<file path="config.mk">
export PLATFORM = sky130hd
export DESIGN_NAME = codec_i2s_tx
export DESIGN_NICKNAME = d
export VERILOG_FILES = /design/src/rtl/codec_pkg.sv /design/src/rtl/codec_bclk_gen.sv /design/src/rtl/codec_i2s_tx.sv
export SDC_FILE = /design/constraint.sdc
export NUM_CORES = 1
export LEC_CHECK = 0
export BUFFER_PORTS_ARGS = -buffer_cell sky130_fd_sc_hd__buf_4
export CAP_MARGIN = 0
export CORE_MARGIN = 2
export CORE_UTILIZATION = 44
export CTS_CLUSTER_SIZE = 12
export DETAILED_ROUTE_END_ITERATION = 10
export REMOVE_ABC_BUFFERS = 1
export SLEW_MARGIN = 10
export SYNTH_ARGS = -nofsm -noshare
export SYNTH_HDL_FRONTEND = slang
export SYNTH_SLANG_ARGS = --single-unit
</file>
<file path="constraint.sdc">
create_clock -name clk_i -period 2.76 [get_ports clk_i]
set_clock_uncertainty 0.1 [all_clocks]
set_input_delay 0.138 -clock clk_i [delete_from_list [all_inputs] [get_ports clk_i]]
set_output_delay 0.138 -clock clk_i [all_outputs]
set_load 0.05 [all_outputs]
</file>
<file path="src/rtl/codec_pkg.sv">
// Shared constants and helpers for the codec I2S transmit and receive paths.
// Slot layout: 32-bit slots, 24-bit samples MSB-first starting one BCLK after the LRCK edge.
package codec_pkg;
    localparam int SMPL_W     = 24;
    localparam int SLOT_BITS  = 32;
    localparam int FRAME_BITS = 64;
    localparam int CH_L       = 0;
    localparam int CH_R       = 1;
    localparam int DATA_START = 1;
    localparam int DATA_END   = 24;

    typedef logic [SMPL_W-1:0]              sample_t;
    typedef logic [$clog2(FRAME_BITS)-1:0]  bit_idx_t;
    typedef logic [$clog2(SLOT_BITS)-1:0]   slot_pos_t;

    // Serial bit for slot position p: sample MSB at p=1, zero padding elsewhere.
    function automatic logic slot_bit(input sample_t w, input slot_pos_t p);
        logic [4:0] idx;
        idx = 5'(SMPL_W) - p;
        return (p >= slot_pos_t'(DATA_START) && p <= slot_pos_t'(DATA_END)) ? w[idx] : 1'b0;
    endfunction
endpackage

</file>
<file path="src/rtl/codec_bclk_gen.sv">
// Bit-clock generator: divides clk by 2*CLK_DIV and flags the cycles in which
// bclk is about to toggle, so callers can act in lockstep with the registered edge.
module codec_bclk_gen #(
    parameter int CLK_DIV = 4
) (
    input  logic clk_i,
    input  logic rst_i,
    output logic bclk_o,
    output logic fall_o,
    output logic rise_o
);
    localparam int DW = (CLK_DIV > 1) ? $clog2(CLK_DIV) : 1;
    localparam logic [DW-1:0] DIV_LAST = DW'(CLK_DIV - 1);

    logic [DW-1:0] div_cnt_q, div_cnt_d;
    logic          bclk_q, bclk_d;
    logic          wrap;

    assign wrap = (div_cnt_q == DIV_LAST);

    always_comb begin
        div_cnt_d = wrap ? '0 : div_cnt_q + DW'(1);
        bclk_d    = wrap ? ~bclk_q : bclk_q;
    end

    always_ff @(posedge clk_i) begin
        if (rst_i) begin
            div_cnt_q <= '0;
            bclk_q    <= 1'b0;
        end else begin
            div_cnt_q <= div_cnt_d;
            bclk_q    <= bclk_d;
        end
    end

    assign bclk_o = bclk_q;
    assign fall_o = wrap & bclk_q;
    assign rise_o = wrap & ~bclk_q;
endmodule

</file>
<file path="src/rtl/codec_i2s_tx.sv">
// I2S transmitter: double-buffers one 24-bit sample per channel and shifts the
// active pair out MSB-first, one BCLK after each LRCK edge, 64 BCLK per frame.
module codec_i2s_tx
    import codec_pkg::*;
#(
    parameter int CLK_DIV = 4
) (
    input  logic              clk_i,
    input  logic              rst_i,
    input  logic [1:0]        din_valid_i,
    input  logic [SMPL_W-1:0] din_i,
    output logic              bclk_o,
    output logic              lrck_o,
    output logic              sdata_o,
    output logic              frame_start_o,
    output logic [1:0]        underrun_o
);
    logic      fall;
    logic      unused_rise;
    bit_idx_t  bit_cnt_q, bit_cnt_d, n;
    slot_pos_t p;
    sample_t   w;
    logic      lrck_q, lrck_d, sdata_q, sdata_d, frame_start_q, frame_start_d;
    logic [1:0] underrun_q, underrun_d, fresh_q, fresh_d, seen_q, seen_d;
    sample_t   pending_q [2];
    sample_t   pending_d [2];
    sample_t   active_q  [2];
    sample_t   active_d  [2];

    codec_bclk_gen #(.CLK_DIV(CLK_DIV)) u_bclk (
        .clk_i  (clk_i),
        .rst_i  (rst_i),
        .bclk_o (bclk_o),
        .fall_o (fall),
        .rise_o (unused_rise)
    );

    // n is the bit that goes out after this fall; n==0 is the frame boundary.
    assign n = bit_cnt_q + bit_idx_t'(1);
    assign p = n[4:0];
    assign w = n[5] ? active_q[CH_R] : active_q[CH_L];

    always_comb begin
        bit_cnt_d     = bit_cnt_q;
        lrck_d        = lrck_q;
        sdata_d       = sdata_q;
        frame_start_d = 1'b0;
        underrun_d    = '0;
        pending_d     = pending_q;
        active_d      = active_q;
        fresh_d       = fresh_q;
        seen_d        = seen_q;
        if (fall) begin
            bit_cnt_d = n;
            lrck_d    = n[5];
            sdata_d   = slot_bit(w, p);
            if (n == '0) begin
                active_d      = pending_q;
                frame_start_d = 1'b1;
                underrun_d    = seen_q & ~fresh_q;
                fresh_d       = '0;
            end
        end
        // A write in the latch cycle overrides the clear and counts for the next frame.
        for (int ch = 0; ch < 2; ch++) begin
            if (din_valid_i[ch]) begin
                pending_d[ch] = din_i;
                fresh_d[ch]   = 1'b1;
                seen_d[ch]    = 1'b1;
            end
        end
    end

    always_ff @(posedge clk_i) begin
        if (rst_i) begin
            bit_cnt_q     <= '1;
            lrck_q        <= 1'b0;
            sdata_q       <= 1'b0;
            frame_start_q <= 1'b0;
            underrun_q    <= '0;
            pending_q     <= '{default: '0};
            active_q      <= '{default: '0};
            fresh_q       <= '0;
            seen_q        <= '0;
        end else begin
            bit_cnt_q     <= bit_cnt_d;
            lrck_q        <= lrck_d;
            sdata_q       <= sdata_d;
            frame_start_q <= frame_start_d;
            underrun_q    <= underrun_d;
            pending_q     <= pending_d;
            active_q      <= active_d;
            fresh_q       <= fresh_d;
            seen_q        <= seen_d;
        end
    end

    assign lrck_o        = lrck_q;
    assign sdata_o       = sdata_q;
    assign frame_start_o = frame_start_q;
    assign underrun_o    = underrun_q;
endmodule

</file>
Yosys cells after proc, flatten, opt, wreduce, memory -nomap -nowiden
Cells that the tools add are included.
Operators by class
  $lt $le $gt $ge: 3
  reductions and logical operators: 12
  eq/ne operators: 1
  multiplexer cells: 9
  add/sub/neg operators: 3
  bitwise operators: 6
Operators by type and width (number)
  two-way mux 24 bit: 1
  nonzero test 2 bit: 4
  adder 6 x 1 -> 6 bit, second input constant: 1
  logical NOT 6 bit: 1
  < comparator 5 x 6 -> 1 bit, second input constant: 1
  AND reduction 2 bit: 3
  binary-select mux 1 bit (select 5 bit): 1
  greater-or-equal comparator 5 x 1 -> 1 bit, second input constant: 1
  <= comparator 5 bit, second input constant: 1
  two-way mux 1 bit: 5
  subtractor 5 bit, first input constant: 1
  two-way mux 2 bit: 2
  OR reduction 2 bit: 2
  NOT 1 bit: 3
  OR reduction 3 bit: 1
  adder 2 x 1 -> 2 bit, second input constant: 1
  AND 2 bit: 1
  == test 2 bit, second input constant: 1
  NOT 2 bit: 1
  AND 1 bit: 1
  logical AND 1 bit: 1
Word-level totals
  bits in registers: 114
  output and inout bits: 6
  logic and storage cells: 49
  input port bits: 28

Logic depth before layout (Yosys ltp)
  word-level depth: 5
  depth in mapped cells: 9
  depth with buffers taken out: 7

Hierarchy
Synthesis repeated with hierarchy kept, for this count alone.
Unflattened totals
  cells, all modules: 549
  area total of the unflattened synthesis: 4739.5 um^2
Modules (own cells, without submodules)
  codec_i2s_tx: sequential area each 2222.1 um^2, times used 1, area each 4628.2 um^2, cells an instance 539
  codec_bclk_gen: sequential area each 60.1 um^2, times used 1, area each 111.4 um^2, cells an instance 10

Worst setup path after synthesis
OpenSTA, ideal clock, no wires.
  path type: register to register
  start point: register u_bclk.bclk_q, in the netlist u_bclk.bclk_o
  end point: register sdata_q, in the netlist sdata_o
  slack: 0.554 ns
  setup time: 0.087 ns
  clock period less this slack: 2.206 ns
  data arrival time: 2.019 ns
  stages on the path, launching flop included: 7
  required time: 2.573 ns
  path through: dfxtp_1 nand2_4 or4_1 a2111oi_0 and3_1 a211oi_1 o31ai_1
On the way
  longest elaborated chain between the ends: 1
RTL lines
  start, declared: RTL line codec_bclk_gen.sv:16  | logic bclk_q, bclk_d;
  start signal, assigned: RTL line codec_bclk_gen.sv:32  | bclk_q <= bclk_d;
  AND 1 bit: RTL line codec_bclk_gen.sv:37  | assign fall_o = wrap & bclk_q;
  end signal, assigned: RTL line codec_i2s_tx.sv:88  | sdata_q <= sdata_d;
  end, declared: RTL line codec_i2s_tx.sv:23  | logic lrck_q, lrck_d, sdata_q, sdata_d, frame_start_q, frame_start_d;
Every way passes these cells.
A chain may end at the register's enable or synchronous reset.

Worst setup path in the final report
  start point: register bit_cnt_q[3]
  end point: register sdata_q, in the netlist sdata_o
On the way
  longest elaborated chain between the ends: 5
  elaborated cells on any way between the ends: 9
  classes of those cells: 2 x add/sub; 2 x order compare; 4 x mux; 1 x reduce/logical
RTL lines
  start, declared: RTL line codec_i2s_tx.sv:20  | bit_idx_t bit_cnt_q, bit_cnt_d, n;
  start signal, assigned: RTL line codec_i2s_tx.sv:86  | bit_cnt_q <= bit_cnt_d;
  adder 6 x 1 -> 6 bit (*): RTL line codec_i2s_tx.sv:39  | assign n = bit_cnt_q + bit_idx_t'(1);
  subtractor 5 bit or two-way mux 24 bit (tied branches): RTL line codec_pkg.sv:19, codec_i2s_tx.sv:41
  binary-select mux 1 bit (select 5 bit): RTL line codec_pkg.sv:20  | return (p >= slot_pos_t'(DATA_START) && p <= slot_pos_t'(DATA_END)) ? w[idx] : 1'b0;
  two-way mux 1 bit (implied by the code): RTL line codec_pkg.sv:20
  two-way mux 1 bit (*): RTL line codec_pkg.sv:20
Mark *: on every way between the ends. The rest lies on a longest branch, timed or not. The select of a mux whose other input is x is not followed.

==> metrics.md <==
| Metric | Value |
|---|---|
| Post-DP HPWL | 6507 µm |
| Number of global-route vias before repair | 3865 |
| Clock share of power | 53.2% |
| Multiplexer area fraction after synthesis | 13.37% |
| CP Launch Type | flop |
| Largest net degree at the start of global routing | 95 |
| Largest family of logic cells by synthesized area | simple AND/OR/NAND/NOR gates |
| Synth cell types | 50 |
| Synthesized area | 0.004781 mm² |
| Clock buffer count from CTS | 17 |
| CTS Sinks | 114 |
| F_max | 397.5 MHz |
| H-Tree Depth | 4 |
| Final hold violations | 0 |
| # diodes | 0 |
| Worst Hold Depth | 3 |
| IO Port Bufs | 33 |
| Place WS | 0.2513 ns |
| Final setup vio count | 0 |
| WP data required | 3.10 ns |
| Grt ovf | 0 |
| Utilization after layout | 56.04% |
| Final nets | 624 |
| Endpoint type of the worst setup path | flop |
| Mean Syn Cell Area | 8.740 µm² |
| Most numerous cell in the Yosys netlist | dfxtp_1 |
| Status | completed |
| Hold crit path type | primary input to flop |
| Simple-gate share of the synthesized area | 21.25% |
| Worst-path clk slew | 0.06 ns |
| # IOs | 34 |
| Adder-cell share of the synthesized area | 0.7851% |
| Worst path cell trace | ha_1 -> and4_1 -> buf_4 -> nor4_1 -> a311oi_1 -> o2111ai_1 -> and4_1 -> o31ai_1 |
| First-pass GRT wire length | 18130 µm |
| Post-synth top area cell | dfxtp_1 |
| Sw power | 0.9118 mW |
| Top cell type's share of synthesized area | 47.74% |
| Post-route minimum period | 2.516 ns |
| Root buf cell | clkbuf_8 |
| DRT antenna net count | 0 |
| Initial antenna violation count | 0 |
| Synth Area in Compound Gates | 11.65% |
| Total Wirelength | 10460 µm |
| Sequential share of power | 41.0% |
| Die Y | 108.2 µm |
| R2R Path End | sdata_o |
| Crit-path most repeated cell | and4_1 |
| Post-synthesis sequential area ratio | 47.74% |
| Final WS setup | 0.2443 ns |
| Hold Startpoint | din_valid_i[0] |
| Total power | 4.220 mW |
| Worst-Skew Late Latency | 0.52 ns |
| Core Area | 0.01070 mm² |
| Ys Warns | 0 |
| Leakage | 2.397 nW |
| Async SR Flop Fraction | 0% |
| Drt first pass iters | 4 |
| Starting Density | 44.69% |
| Area delta synth->final | 25.39% |
| Worst-Margin Slew | 0.9140 ns |
| Routability Congestion | 0.8322 |
| Slew headroom | 39.07% |
| RSZ-0062 raised after global routing | false |
| P per Cell Area | 703.9 mW/mm² |
| R2R depth | 8 |
| Sw Share | 21.61% |
| Clock buffer depth | 2 |
| Vias | 3889 |
| Syn Inst Count | 547 |
| DRT iter0 DRCs | 155 |
| Die Width | 108.2 µm |
| Worst Hold End | seen_q[0] |
| Wire per inst | 14.02 µm |
| Global-route usage over all layers | 19.82% |
| #FFs+latches synth | 114 |
| Critical path's slowest cell | and4_1 |
| Ratio of cells with drive above 1 in the final layout | 14.69% |
| CP max FO | 10 |
| Logic pwr share | 5.8% |
| Synth area leaders | dfxtp_1, mux2i_1, nand2_1 |
| Row count | 38 |
| Final setup TNS | 0 ns |
| Arrival @ worst endpoint | 2.85 ns |
| RR Startpoint | bit_cnt_q[3] |
| Via-per-instance ratio | 5.213 |
| Primary FF master, synth | dfxtp_1 |
| Count of final max-slew check failures | 0 |
| Max cap viols | 0 |
| TritonCTS clock tree | built |
| EDFF count, synth | 0 |
| Die Area | 0.01171 mm² |
| Xor/xnor share of the synthesized area | 0.8898% |
| Internal power | 3.308 mW |
| Remaining DRCs | 0 |
| Maximum vdd drop | 0.0003567 V |
| Final cycle utilization of the critical path | 91.15% |
| Setup Crit Path Kind | flop to flop |
| Synth cell count leaders | dfxtp_1, nand2_1, nor2_1 |
| Slowest stage delay, CP | 0.49 ns |
| Reg2reg setup slack | 0.24 ns |
[timing repair]
item                      4_1_cts  5_1_grt
hold endpoints to repair       64        0
buffers inserted                0        0
hold buffers                   27        0
resized for setup               0        0
[sequential cells by signal (all words and copies together) (netlist names)]
name              count
seen_q                2
frame_start_o         1
u_bclk.div_cnt_q      2
fresh_q               2
u_bclk.bclk_o         1
lrck_o                1
active_q             48
bit_cnt_q             6
sdata_o               1
pending_q            48
underrun_o            2
[placed cells by master (no fill, tap or decap), types with 4 or more instances in the layout]
master	n
dfxtp_1	114
nand2_1	102
nor2_1	66
mux2i_1	56
a21oi_1	55
buf_4	43
dlygate4sd3_1	27
clkbuf_16	16
nor3_1	11
o21ai_0	10
nor3b_1	7
clkinvlp_4	6
and3_1	5
or4_1	5
a31oi_1	4
nand2b_1	4
nor4b_1	4
o22ai_1	4
nor4_1	4
a211oi_1	4
bufinv_16	4
[cells by family (layout without fill, tap and decap cells)]
family / Yosys count / after routing
compound gates: 93 / 93
xor+xnor: 4 / 4
mux: 61 / 61
fa+ha+maj: 3 / 3
buf+inv: 47 / 106
flops: 114 / 114
simple gates: 225 / 225
[worst max path at each step]
stage | from | endpoint | slack, ns | cells past startpoint
floorplan | bit_cnt_q[0] | underrun_o[0] | -0.38 | 4
global route | bit_cnt_q[3] | sdata_o | 0.07 | 8
detailed placement | bit_cnt_q[3] | sdata_o | 0.25 | 8
finish | bit_cnt_q[3] | sdata_o | 0.24 | 8
CTS | bit_cnt_q[3] | sdata_o | 0.23 | 8
global placement | bit_cnt_q[3] | sdata_o | 0.34 | 8
[power groups by stage]
| stage | sequential (mW) | clock, mW | combinational [mW] |
|---|---|---|---|
| 3_5_place_dp | 1.76 | 0 | 0.216 |
| 2_1_floorplan | 1.76 | 0 | 0.107 |
| 6_report | 1.73 | 2.25 | 0.243 |
| 5_1_grt | 1.73 | 2.37 | 0.271 |
| 3_3_place_gp | 1.76 | 0 | 0.208 |
| 4_1_cts | 1.73 | 2.29 | 0.246 |
[layer usage]
metal / up-vias / share of wire, % / GRT usage (%)
li1: 1979 / - / -
met1: 1839 / 49 / 25.56
met2: 61 / 47 / 32.48
met3: 10 / 3.4 / 5.244
met4: 0 / 1.0 / 6.319
met5: - / 0 / 0
[worst max-delay path, delay by kind of cell, from the launching register on]
family	cells	cell delay [ns]
AOI/OAI and AO/OA	3	0.58
adders and majority gates	1	0.28
buffers and inverters	1	0.25
DFF	1	0.46
and+or+nand+nor	3	0.76
[through the flow]
step	hold slack (ns)	area (µm²)	std cells
floorplan	0.1071	4586	503
global placement	0.2831	5109	687
detailed placement	0.2898	5109	687
CTS	0.01602	5995	746
global route	0.05286	5995	746
finish	0.03314	5995	746
[final cells by class]
type                    instances  area (µm²)
clock buffers                  19       431.7
clock inverters                13       183.9
fillers                      1026        4703
inverters                       3       11.26
multi-input cells             386        2297
flip-flops and latches        114        2282
well taps                     140       175.2
repair buffers                 71       613.1
Power figures use the tool's default switching activity.
